<file path="src/rtl/mux8_rr_scheduler.sv">
// Round-robin scheduler owning the select of an 8:1 bit mux; grants bursts of up to MAX_BURST cycles.
// Optional ARB_MASK_EN adds a req_mask input that removes channels from arbitration.
module mux8_rr_scheduler #(
  parameter int unsigned MAX_BURST = 16
) (
  input  logic       clk,
  input  logic       rst,
  input  logic [7:0] req,
`ifdef ARB_MASK_EN
  input  logic [7:0] req_mask,
`endif
  input  logic [7:0] in,
  output logic [7:0] grant,
  output logic [2:0] sel,
  output logic       valid,
  output logic       y
);

  localparam int unsigned CW = (MAX_BURST > 1) ? $clog2(MAX_BURST) : 1;
  localparam logic [CW-1:0] LAST = CW'(MAX_BURST - 1);

  typedef enum logic {S_IDLE, S_GRANT} state_t;

  state_t        r_state;
  logic [2:0]    r_ptr;
  logic [CW-1:0] r_cnt;
  logic [7:0]    r_grant;
  logic [2:0]    r_sel;
  logic          r_valid;
  logic          r_y;

  logic [7:0]    w_elig;
  logic          w_release;
  logic [2:0]    w_search_ptr;
  logic          w_found;
  logic [2:0]    w_winner;

`ifdef ARB_MASK_EN
  assign w_elig = req & ~req_mask;
`else
  assign w_elig = req;
`endif

  // On release the search already starts at sel+1, so handoff needs no idle cycle.
  always_comb begin
    logic [2:0] idx;
    idx          = '0;
    w_release    = (r_state == S_GRANT) && (!w_elig[r_sel] || (r_cnt == LAST));
    w_search_ptr = w_release ? (r_sel + 3'd1) : r_ptr;
    w_found      = 1'b0;
    w_winner     = '0;
    for (int unsigned k = 0; k < 8; k++) begin
      idx = w_search_ptr + 3'(k);
      if (!w_found && w_elig[idx]) begin
        w_found  = 1'b1;
        w_winner = idx;
      end
    end
  end

  always_ff @(posedge clk or posedge rst) begin
    if (rst) begin
      r_state <= S_IDLE;
      r_ptr   <= '0;
      r_cnt   <= '0;
      r_grant <= '0;
      r_sel   <= '0;
      r_valid <= 1'b0;
      r_y     <= 1'b0;
    end else begin
      r_y <= r_valid ? in[r_sel] : 1'b0;
      case (r_state)
        S_IDLE: begin
          if (w_found) begin
            r_state <= S_GRANT;
            r_sel   <= w_winner;
            r_grant <= 8'b1 << w_winner;
            r_valid <= 1'b1;
            r_cnt   <= '0;
          end else begin
            r_grant <= '0;
            r_sel   <= '0;
            r_valid <= 1'b0;
          end
        end
        S_GRANT: begin
          if (!w_release) begin
            r_cnt <= r_cnt + 1'b1;
          end else begin
            r_ptr <= r_sel + 3'd1;
            r_cnt <= '0;
            if (w_found) begin
              r_sel   <= w_winner;
              r_grant <= 8'b1 << w_winner;
            end else begin
              r_state <= S_IDLE;
              r_grant <= '0;
              r_sel   <= '0;
              r_valid <= 1'b0;
            end
          end
        end
        default: r_state <= S_IDLE;
      endcase
    end
  end

  assign grant = r_grant;
  assign sel   = r_sel;
  assign valid = r_valid;
  assign y     = r_y;

endmodule

</file>
<file path="config.mk">
export PLATFORM = sky130hd
export DESIGN_NAME = mux8_rr_scheduler
export DESIGN_NICKNAME = d
export VERILOG_FILES = /design/src/rtl/mux8_rr_scheduler.sv
export SDC_FILE = /design/constraint.sdc
export NUM_CORES = 1
export LEC_CHECK = 0
export CORE_MARGIN = 2
export CORE_UTILIZATION = 55
export DETAILED_ROUTE_END_ITERATION = 7
export GPL_TIMING_DRIVEN = 1
export MAX_ROUTING_LAYER = met4
export PLACE_DENSITY = 0.8
export SYNTH_ARGS = -nofsm -noshare
export SYNTH_HDL_FRONTEND = slang
export SYNTH_SLANG_ARGS = --single-unit
</file>
<file path="constraint.sdc">
create_clock -name clk -period 6.1 [get_ports clk]
set_input_delay 1.22 -clock clk [delete_from_list [all_inputs] [get_ports clk]]
set_output_delay 1.22 -clock clk [all_outputs]
set_load 0.02 [all_outputs]
</file>
### After elaboration in Yosys (flattened, before gate mapping)

Index checks and enable logic that the tools add are counted.

| operators by class | value |
|---|---|
| equal/unequal tests | 4 |
| mux-type cells | 53 |
| reduce and logical (&&, ||, !) cells | 18 |
| multiply operators | 0 |
| div/mod/pow operators | 0 |
| magnitude comparators | 9 |
| shift-type cells | 1 |
| bitwise logic cells | 1 |
| add/subtract/negate cells | 9 |

Operators with widths:

| kind | count |
|---|---|
| 3-bit by 4-bit < comparator with 1-bit output (second input constant) | 9 |
| 3-bit two-way mux | 11 |
| 1-bit binary-select mux with 3-bit select | 10 |
| 1-bit two-way mux | 23 |
| 8-bit two-way mux | 2 |
| 8-bit one-hot mux with 2 select lines | 1 |
| 3-bit adder (second input constant) | 4 |
| 1-bit logical AND | 8 |
| 1-bit zero test | 8 |
| 4-bit two-way mux | 2 |
| 4-bit one-hot mux with 2 select lines | 1 |
| 1-bit by 3-bit left shift with 8-bit output (first input constant) | 1 |
| 3-bit by 1-bit adder with 3-bit output (second input constant) | 2 |
| 3-bit by 2-bit adder with 3-bit output (second input constant) | 2 |
| 3-bit one-hot mux with 2 select lines | 1 |
| 4-bit by 1-bit adder with 4-bit output (second input constant) | 1 |
| 4-bit equality test (second input constant) | 1 |
| 2-bit inequality test (second input constant) | 2 |
| 1-bit one-hot mux with 2 select lines | 2 |
| 2-bit by 1-bit inequality test with 1-bit output (second input constant) | 1 |
| 2-bit AND reduction | 1 |
| 1-bit logical OR | 1 |
| 1-bit inverter | 1 |

| storage, ports and cells | value |
|---|---|
| memories | 0 |
| register bits | 21 |
| memory bits (writable) | 0 |
| latch bits | 0 |
| ROM bits | 0 |

### Depth between registers and ports, before layout

Gate-level depths: netlist of the first run.

| logic depth | value |
|---|---|
| depth in word-level cells | 34 |
| gate-level depth with buffers | 19 |
| depth with buffers taken out | 17 |

### Least setup slack after synthesis of the first run

OpenSTA, ideal clock, no wires.

| timing path | value |
|---|---|
| path kind | input-to-reg |
| start | in req[0] |
| end | reg r_grant[1], in the netlist grant[1] |
| stages on the path | 15 |
| library setup time | 0.095 ns |
| slack | 0.391 ns |
| data arrival time | 5.614 ns |
| data required time | 6.005 ns |
| cell sequence | mux2_4 nor3_1 o31ai_1 clkbuf_1 o21a_1 ha_1 clkbuf_1 clkbuf_1 o21ai_0 a221oi_2 mux2i_2 or3_4 o311a_1 or4b_4 o31ai_1 |

| on the way | value |
|---|---|
| cells in the longest elaborated chain, start to end | 34 |
| elaborated cells between the ends (all ways) | 64 |
| classes of those cells | 7 x add/sub; 1 x eq/ne; 1 x shift; 38 x mux; 17 x reduce/logical |

RTL lines:

| what | line | source |
|---|---|---|
| from (decl) | 8 | `input logic [7:0] req,` |
| branches (longest 34 deep; another with 3-bit by 1-bit adder with 3-bit output) | n/a |  |
| to (signal assigned) | 77 | `r_grant <= 8'b1 << w_winner;` |
| to (signal assigned) | 94 | `r_grant <= 8'b1 << w_winner;` |
| to (decl) | 27 | `logic [7:0] r_grant;` |

Several ways; the timed one is not identified. The select of a mux whose other input is x is not followed.
A chain may end at the register's enable or synchronous reset.

### Worst setup path in the final report of the first run

| timing path | value |
|---|---|
| start | in req[0] |
| end | reg r_grant[5], in the netlist grant[5] |

| on the way | value |
|---|---|
| cells in the longest elaborated chain, start to end | 34 |
| elaborated cells between the ends (all ways) | 64 |
| classes of those cells | 7 x add/sub; 1 x eq/ne; 1 x shift; 38 x mux; 17 x reduce/logical |

RTL lines:

| what | line | source |
|---|---|---|
| 1-bit binary-select mux with 3-bit select (*) | 48 | `w_release = (r_state == S_GRANT) && (!w_elig[r_sel] \|\| (r_cnt == LAST));` |
| 1-bit two-way mux (implied by the code) (*) | 48 |  |
| 1-bit zero test (*) | 48 |  |
| 1-bit logical OR (*) | 48 |  |
| 1-bit logical AND (*) | 48 |  |
| 3-bit two-way mux (*) | n/a |  |
| net w_search_ptr[1] | 34 | `logic [2:0] w_search_ptr;` |
| branches (longest 25 deep; another with 3-bit by 1-bit adder with 3-bit output) | n/a |  |
| 8-bit two-way mux (*) | 74, 92 |  |
| 8-bit two-way mux | 87 | `if (!w_release) begin` |
| 8-bit one-hot mux with 2 select lines (*) | 72 | `case (r_state)` |

Mark *: on every way through the listed nets, which the timed path passes. The select of a mux whose other input is x is not followed.

==> impl_metrics.csv, run 1 <==
group,metric,value,unit
outcome,status,"finished clean",
routing,wl_per_cell,19.3,um
synthesis,syn_area_per_cell,8.21,um^2
synthesis,synthArstFlopShare,1.00,
critical_path,cp.arrival,6020,ps
global_route,grt_max_degree,22,
sta,fin_tns_setup,0,ps
sta,max_freq,171,MHz
critical_path,cp_cell_sequence,"clkdlybuf4s50_1, mux2_4, nor3_1, o311ai_1, nand2_1, clkinv_1, ha_1, buf_4, nand2b_1, nor2_1, o21ai_0, o211a_1, nand4b_1, and2_4, or3_4, o311a_1, or4b_4, o31ai_1",
floorplanning,fp-row-count,24,
clock_tree,post-cts-setup-buffers,0,
global_route,track_usage,0.325,
sta,worst_pin_slew,886,ps
clock_tree,cts_made_buffers,3,
sta,rsz0062_at_grt,"no",
flow_run,cap_violations,0,
routing,drtPass1Iterations,5,
clock_tree,cts_htree_levels,1,
clock_tree,path_clk_slew,80,ps
sta,drv_slew,0,
sta,period_share,0.957,
critical_path,crit_required,6280,ps
floorplanning,initial_core_util,0.571,
routing,wl,7.62,mm
global_route,gr-total-overflow,0,
clock_tree,cts-resized-gates,0,
layout,most-common-layout-cells,"nand2_1, clkdlybuf4s50_1, nor2_1, dfrtp_1, buf_4",
global_route,grt_pass1_wl,12.9,mm
place,gp_congestion,0.947,
clock_tree,cts_tree,"built",
routing,vias,2740,
place,port_buffers,30,
routing,final_antenna_net_count,0,
place,hpwlAfterDp,5.79,mm
hold_path,hold_start,"grant[2]$_DFFE_PP0P_",
synthesis,synth_area,0.00250,mm^2
sta,period_needed,5840,ps
critical_path,max_stage_delay,530,ps
place,pre_cts_ws,78.0,ps
routing,drc_errors,0,
clock_tree,insertion_delay,270,ps
synthesis,ys_seq_area_frac,0.210,
layout,n_fill_cell,357,
floorplanning,die_w,71.5,um
sta,skew,2.43,ps
floorplanning,dieArea,0.00511,mm^2
critical_path,crit_type,"in2reg",
synthesis,synthCells,305,
synthesis,ys.flop_type,"dfrtp_1",
global_route,antenna_found_initial,0,
critical_path,crit_start,"req[0]",
synthesis,synth_seq_cells,21,
sta,hold_violations,0,
clock_tree,clockBufferDepth,2,
sta,slew_headroom,0.407,
synthesis,synth_warnings,0,
floorplanning,core,0.00438,mm^2
layout,finalNetCount,365,
clock_tree,cts.sinks,21,
synthesis,syn-num-nets,327,
synthesis,post_synth_num_cell_types,60,
synthesis,synth_edf_count,0,
critical_path,slowest_stage,"or4b_4",
global_route,grt_pass1_vias,2600,
layout,n_antenna_cell,0,
layout,final_common_cell,"nand2_1",
clock_tree,cts_root_buffer,"clkbuf_8",
routing,drt_iter0_markers,327,
sta,final.setup.worst_slack,264,ps
critical_path,end_kind,"flop",
clock_tree,postCtsHoldBufs,0,
sta,finalSetupViolations,0,
critical_path,crit_path_max_fanout,15,
critical_path,startpoint_type,"input pin",
critical_path,rr_startpoint,"sel[0]$_DFFE_PP0P_",
place,place_inst,390,
hold_path,hold_path.class,"reg2reg",
routing,viasPerCell,6.95,
layout,drive_gt1_frac,0.170,
floorplanning,die_h,71.5,um
layout,fin_cells,394,
floorplanning,num_io_pins,31,
layout,area_growth,19.5,%
==> path summary, 6_finish.rpt <==
check	to	depth (start not counted)	slack [ps]
setup / recovery	grant[5]$_DFFE_PP0P_	18	260
hold / removal	grant[2]$_DFFE_PP0P_	2	490
setup reg to reg	grant[5]$_DFFE_PP0P_	18	820
hold reg to reg	grant[2]$_DFFE_PP0P_	2	490
max in group asynchronous	r_ptr[2]$_DFFE_PP0P_	2	4190
min in group asynchronous	r_cnt[2]$_DFFE_PP0P_	2	1400
==> synthesized netlist by cell type, drive strengths merged (2+ instances only) <==
cell type | instances | area, um^2
nand4 | 2 | 12.5
nor3 | 16 | 80.1
o21ai | 14 | 70.1
a41oi | 2 | 17.5
and3 | 4 | 25.0
inv | 13 | 48.8
mux4 | 7 | 158
a311o | 4 | 40.0
or3 | 3 | 23.8
a31o | 2 | 17.5
nor2 | 21 | 78.8
clkbuf | 11 | 41.3
o311ai | 4 | 35.0
buf | 5 | 28.8
nand3 | 6 | 30.0
mux2 | 19 | 218
nand2b | 7 | 43.8
or4 | 2 | 15.0
nand4b | 2 | 17.5
o211a | 2 | 20.0
a21boi | 3 | 22.5
a31oi | 11 | 83.8
a21o | 5 | 37.5
dfrtp | 21 | 526
a221oi | 4 | 41.3
o22ai | 6 | 37.5
o31ai | 10 | 75.1
mux2i | 16 | 164
o211ai | 8 | 65.1
a21oi | 9 | 45.0
ha | 4 | 50.1
a211oi | 5 | 37.5
and2 | 3 | 21.3
nand2 | 39 | 146
==> kinds of logic after synthesis <==
kind of cell             share of synthesized area
buffers and inverters                       0.0490
multiplexers                                 0.215
AND/OR/NAND/NOR                              0.205
adder cells (fa/ha/maj)                     0.0200
XOR/XNOR                                   0.00700
flip-flops                                   0.210
AO/OA/AOI/OAI                                0.293
==> state kept, by name (all words and copies together) (netlist names) <==
signal,cells
r_state,1
valid,1
sel,3
r_cnt,4
y,1
r_ptr,3
grant,8
==> cell type report <==
cell class / instances / area [um^2] / area share
Multi-Input combinational cell: 254 / 1860 / 0.621
Sequential cell: 21 / 526 / 0.176
Timing Repair Buffer: 49 / 443 / 0.148
Tap cell: 52 / 65.1 / 0.0217
Inverter: 14 / 52.6 / 0.0176
Clock buffer: 3 / 41.3 / 0.0138
Clock inverter: 1 / 7.51 / 0.00251
==> through the flow <==
stage	hold slack [ps]	area [um^2]	util
after detailed placement	472	2940	0.671
after CTS	497	2990	0.682
after global routing	521	2990	0.682
after floorplan	487	2500	-
final	495	2990	0.682
after global placement	471	2940	0.671
==> worst max-delay path: cells and delay by family <==
family | cells | cell delay [ps]
AO/OA/AOI/OAI | 5 | 1130
buffers and inverters | 3 | 750
adder cells (fa/ha/maj) | 1 | 360
AND/OR/NAND/NOR | 8 | 2270
multiplexers | 1 | 300
==> metal layers <==
layer  GRT usage  wire, um  up-vias
met5           -         0        -
met1       0.430      3250     1288
met3      0.0408       561       23
li1            -         -     1259
met2       0.516      3640      170
met4       0.111       163        0
Power of run 1 is not shown: default switching activity piles up to over one toggle a cycle in this logic, so the estimate is an artifact.
==> run 2: changes to the inputs <==
--- a/config.mk
+++ b/config.mk
@@ -5,12 +5,15 @@
 export SDC_FILE = /design/constraint.sdc
 export NUM_CORES = 1
 export LEC_CHECK = 0
+export CELL_PAD_IN_SITES_DETAIL_PLACEMENT = 1
+export CELL_PAD_IN_SITES_GLOBAL_PLACEMENT = 1
 export CORE_MARGIN = 2
-export CORE_UTILIZATION = 55
+export CORE_UTILIZATION = 42
 export DETAILED_ROUTE_END_ITERATION = 7
 export GPL_TIMING_DRIVEN = 1
 export MAX_ROUTING_LAYER = met4
-export PLACE_DENSITY = 0.8
+export PLACE_DENSITY = 0.81
+export REMOVE_ABC_BUFFERS = 1
 export SYNTH_ARGS = -nofsm -noshare
 export SYNTH_HDL_FRONTEND = slang
 export SYNTH_SLANG_ARGS = --single-unit
==> run 2 against run 1 <==
  * Cell count rose by 5.8%
  * Hold slack barely moved
  * Global-route usage fell by 3.7 points
  * First-iteration DRC count fell by 34%
  * Critical path type unchanged
  * Largest cell class unchanged
==> impl_metrics.csv, run 2 (synthesized netlist as in run 1, its figures left out) <==
group,metric,value,unit
sta,max_freq,172,MHz
critical_path,startpoint_type,"input pin",
sta,worst_pin_slew,919,ps
floorplanning,initial_core_util,0.428,
floorplanning,core,0.00585,mm^2
critical_path,crit_type,"in2reg",
place,gp_congestion,0.974,
outcome,status,"finished clean",
routing,viasPerCell,6.53,
clock_tree,postCtsHoldBufs,0,
layout,area_growth,20.7,%
layout,n_fill_cell,713,
floorplanning,fp-row-count,28,
routing,top_layer_used,"met4",
critical_path,cp_cell_sequence,"clkdlybuf4s50_1, mux2_2, o22ai_1, o311ai_1, nand2_1, clkinv_1, ha_1, buf_4, nand2b_1, nor2_1, o21ai_0, o211a_1, nand4b_1, and2_4, or3_4, o311a_1, or4b_4, o31ai_1",
global_route,grt_max_degree,24,
critical_path,max_stage_delay,530,ps
sta,rsz0062_at_grt,"no",
flow_run,cap_violations,0,
layout,most-common-layout-cells,"nand2_1, clkdlybuf4s50_1, nor2_1, dfrtp_1, buf_4",
place,port_buffers,30,
sta,hold_violations,0,
floorplanning,die_h,81.2,um
routing,final_antenna_net_count,0,
clock_tree,insertion_delay,270,ps
critical_path,crit_required,6270,ps
critical_path,crit_path_max_fanout,23,
routing,wl_per_cell,20.9,um
routing,vias,2724,
critical_path,cp.arrival,6000,ps
sta,period_share,0.954,
sta,slew_headroom,0.387,
clock_tree,cts_htree_levels,1,
routing,drtPass1Iterations,5,
critical_path,path_buf_inv,3,
layout,drive_gt1_frac,0.173,
layout,final_common_cell,"nand2_1",
clock_tree,post-cts-setup-buffers,0,
floorplanning,num_io_pins,31,
clock_tree,cts_tree,"built",
floorplanning,die_w,81.2,um
clock_tree,cts.sinks,21,
critical_path,critical_path.top_delay_family,"simple AND/OR/NAND/NOR gates",
routing,wl_met3,488,um
clock_tree,cts-resized-gates,0,
clock_tree,path_clk_slew,90,ps
global_route,antenna_found_initial,0,
sta,fin_tns_setup,0,ps
global_route,gr-total-overflow,0,
clock_tree,cts_made_buffers,3,
sta,drv_slew,0,
sta,finalSetupViolations,0,
global_route,track_usage,0.288,
layout,n_antenna_cell,0,
critical_path,end_kind,"flop",
global_route,grt_pass1_vias,2687,
hold_path,hold_path.class,"reg2reg",
routing,wl,8.72,mm
global_route,grt_pass1_wl,14.1,mm
clock_tree,cts_root_buffer,"clkbuf_8",
clock_tree,clockBufferDepth,2,
place,hpwlAfterDp,6.80,mm
sta,period_needed,5820,ps
sta,skew,5.79,ps
layout,largest_reg_flops,8,
routing,drc_errors,0,
routing,wl_met2,4.14,mm
critical_path,slowest_stage,"or4b_4",
routing,met1Wirelength,3.96,mm
layout,finalNetCount,365,
routing,drt_iter0_markers,215,
floorplanning,dieArea,0.00659,mm^2
==> run 2: worst paths after layout <==
| path | slack (ps) | from | cells after the start | to |
|---|---|---|---|---|
| worst max-delay path | 280 | req[4] | 18 | grant[7]$_DFFE_PP0P_ |
| max in group asynchronous | 4080 | rst | 2 | grant[0]$_DFFE_PP0P_ |
| worst max register to register | 670 | sel[0]$_DFFE_PP0P_ | 17 | grant[7]$_DFFE_PP0P_ |
| min in group asynchronous | 1450 | rst | 2 | r_cnt[2]$_DFFE_PP0P_ |
| worst min-delay path | 490 | grant[2]$_DFFE_PP0P_ | 2 | grant[2]$_DFFE_PP0P_ |
| worst min register to register | 490 | grant[2]$_DFFE_PP0P_ | 2 | grant[2]$_DFFE_PP0P_ |
==> run 2: cell type report <==
class                      count  area [um^2]  area share
multi-input combinational    254         1860       0.616
tap                           75         93.8      0.0310
clock inverter                 1         5.00     0.00166
clock buffer                   3         41.3      0.0137
timing repair buffer          49          443       0.147
inverter                      14         52.6      0.0174
sequential                    21          526       0.174
==> run 2: metal layers <==
metal  vias up  global-route usage
li1       1259                   -
met1      1356               0.395
met2        95               0.457
met3        14              0.0367
met4         0              0.0610
met5         -                   -
==> run 2: per-stage QoR <==
step / hold WS (ps) / util / cell area [um^2] / cells / setup WS, ps
3_3_place_gp: 465 / 0.508 / 2970 / 413 / 205
6_report: 495 / 0.517 / 3020 / 417 / 279
2_1_floorplan: 487 / - / 2430 / 289 / 31.1
3_5_place_dp: 480 / 0.508 / 2970 / 413 / 44.5
5_1_grt: 515 / 0.517 / 3020 / 417 / 19.0
4_1_cts: 497 / 0.516 / 3020 / 417 / 326
==> run 2: worst min-delay path, cell delays in order (launching register included) <==
cell     delay, ps
dfrtp_1        350
nand2_1         50
o31ai_1         50
Power of run 2 is left out for the same reason.
==> run 3: changes to the inputs <==
--- a/config.mk
+++ b/config.mk
@@ -8,12 +8,11 @@
 export CELL_PAD_IN_SITES_DETAIL_PLACEMENT = 1
 export CELL_PAD_IN_SITES_GLOBAL_PLACEMENT = 1
 export CORE_MARGIN = 2
-export CORE_UTILIZATION = 42
+export CORE_UTILIZATION = 46
 export DETAILED_ROUTE_END_ITERATION = 7
 export GPL_TIMING_DRIVEN = 1
 export MAX_ROUTING_LAYER = met4
-export PLACE_DENSITY = 0.81
-export REMOVE_ABC_BUFFERS = 1
+export PLACE_DENSITY = 0.88
 export SYNTH_ARGS = -nofsm -noshare
 export SYNTH_HDL_FRONTEND = slang
 export SYNTH_SLANG_ARGS = --single-unit
==> constraint.sdc (replaced) <==
create_clock -name clk -period 6.87 [get_ports clk]
set_input_delay 1.374 -clock clk [delete_from_list [all_inputs] [get_ports clk]]
set_output_delay 1.374 -clock clk [all_outputs]
set_load 0.02 [all_outputs]
==> run 3 against run 2 <==
  * Register-to-register slack better by 420 ps
  * Final area decreased by 3.2%
  * Wire length about the same
  * Global-route usage grew 1.3 points
  * First-iteration DRC count up 11%
  * Worst setup slack gained 81 ps
  * Hold slack lost 1.2 ps
  * Non-clock buffer count fell by 11
  * Die area is 8.3% lower
  * Utilization grew 4.9 points
  * Largest cell class unchanged
==> impl_metrics.csv, run 3 (synthesized netlist as in run 1, its figures left out) <==
group,metric,value,unit
outcome,status,"finished clean",
sta,slew_headroom,0.395,
routing,wl,8.73,mm
routing,wl_per_cell,21.8,um
global_route,busiest_layer,"met2",
clock_tree,path_clk_slew,80,ps
floorplanning,num_io_pins,31,
routing,drc_errors,0,
layout,final_common_cell,"nand2_1",
sta,finalSetupViolations,0,
floorplanning,die_h,77.8,um
sta,rsz0062_at_grt,"no",
layout,postLayoutCellArea,0.00293,mm^2
critical_path,slowest_stage,"clkdlybuf4s50_1",
clock_tree,cts_tree,"built",
floorplanning,core,0.00517,mm^2
sta,hold_violations,0,
layout,finalNetCount,354,
layout,drive_gt1_frac,0.139,
critical_path,max_stage_delay,570,ps
critical_path,crit_type,"in2reg",
global_route,use_met2,0.500,
critical_path,path_buf_inv,3,
floorplanning,dieArea,0.00605,mm^2
sta,fin_tns_setup,0,ps
sta,worst_pin_slew,904,ps
hold_path,hold_path.class,"reg2reg",
layout,largest_reg_flops,8,
critical_path,crit_path_max_fanout,13,
global_route,grt_pass1_vias,2796,
routing,drtPass1Iterations,5,
sta,period_needed,6510,ps
clock_tree,insertion_delay,260,ps
global_route,use_met3,0.0465,
floorplanning,initial_core_util,0.484,
critical_path,critPathMostFrequentCell,"nand2_1",
routing,drt_iter0_markers,238,
critical_path,critical_path.top_delay_family,"compound AO/OA/AOI/OAI gates",
place,hpwlAfterDp,6.73,mm
place,port_buffers,30,
sta,drv_slew,0,
clock_tree,cts_root_buffer,"clkbuf_8",
critical_path,crit_required,7030,ps
clock_tree,postCtsHoldBufs,0,
flow_run,cap_violations,0,
floorplanning,die_w,77.8,um
global_route,grt_pass1_wl,14.3,mm
global_route,grt_max_degree,22,
critical_path,startpoint_type,"input pin",
clock_tree,cts-resized-gates,0,
layout,most-common-layout-cells,"nand2_1, clkdlybuf4s50_1, nor2_1, dfrtp_1, mux2_2",
global_route,antenna_found_initial,0,
layout,area_growth,16.9,%
sta,max_freq,154,MHz
critical_path,cp_cell_sequence,"clkdlybuf4s50_1, mux2_2, o22ai_1, o311ai_1, nand2_1, clkinv_1, ha_1, buf_4, nand2b_1, nor2b_1, nand2_1, nand2_1, a221oi_2, mux2i_2, or3_4, o311a_1, or4b_4, o31ai_1",
place,placed_cell_area,0.00288,mm^2
clock_tree,clockBufferDepth,2,
routing,vias,2671,
global_route,gr-total-overflow,0,
critical_path,end_kind,"flop",
layout,fin_cells,401,
sta,period_share,0.948,
clock_tree,cts_htree_levels,1,
layout,n_antenna_cell,0,
global_route,track_usage,0.301,
clock_tree,cts.sinks,21,
routing,viasPerCell,6.66,
floorplanning,fp-row-count,26,
sta,skew,2.69,ps
place,place_inst,397,
global_route,use_met1,0.371,
clock_tree,cts_made_buffers,3,
critical_path,cp.arrival,6670,ps
clock_tree,post-cts-setup-buffers,0,
routing,final_antenna_net_count,0,
place,gp_congestion,0.929,
-- run 3: cell type report --
class                           count  area (um^2)
Clock buffer                        4         45.0
Fill cell                         622         2250
Inverter                           14         52.6
Multi-Input combinational cell    254         1860
Sequential cell                    21          526
Tap cell                           70         87.6
Timing Repair Buffer               38          360
-- run 3: worst min-delay path: cells and delay by family, from the launching register on --
| family | cells | cell delay [ps] |
|---|---|---|
| flip-flops | 1 | 350 |
| AO/OA/AOI/OAI | 1 | 60 |
| AND/OR/NAND/NOR | 1 | 50 |
-- run 3: path summary, 6_finish.rpt --
| path | endpoint | cells past startpoint | slack (ps) | start |
|---|---|---|---|---|
| setup / recovery | grant[5]$_DFFE_PP0P_ | 18 | 360 | req[3] |
| hold / removal | grant[6]$_DFFE_PP0P_ | 2 | 490 | grant[6]$_DFFE_PP0P_ |
| setup reg to reg | grant[5]$_DFFE_PP0P_ | 17 | 1090 | sel[0]$_DFFE_PP0P_ |
| hold reg to reg | grant[6]$_DFFE_PP0P_ | 2 | 490 | grant[6]$_DFFE_PP0P_ |
| max in group asynchronous | r_ptr[0]$_DFFE_PP0P_ | 2 | 4790 | rst |
| min in group asynchronous | r_cnt[2]$_DFFE_PP0P_ | 2 | 1570 | rst |
-- run 3: through the flow --
step / util / hold WS, ps / worst slack, ps
2_1_floorplan: - / 487 / 1010
3_3_place_gp: 0.557 / 471 / 466
3_5_place_dp: 0.557 / 474 / 168
4_1_cts: 0.566 / 497 / 458
5_1_grt: 0.566 / 527 / 117
6_report: 0.566 / 493 / 360
-- run 3: metal layers --
layer / wire (um) / up-vias
met4: 309 / 0
met2: 4200 / 88
li1: - / 1234
met5: 0 / -
met3: 382 / 26
met1: 3830 / 1323
Power of run 3 is left out for the same reason.
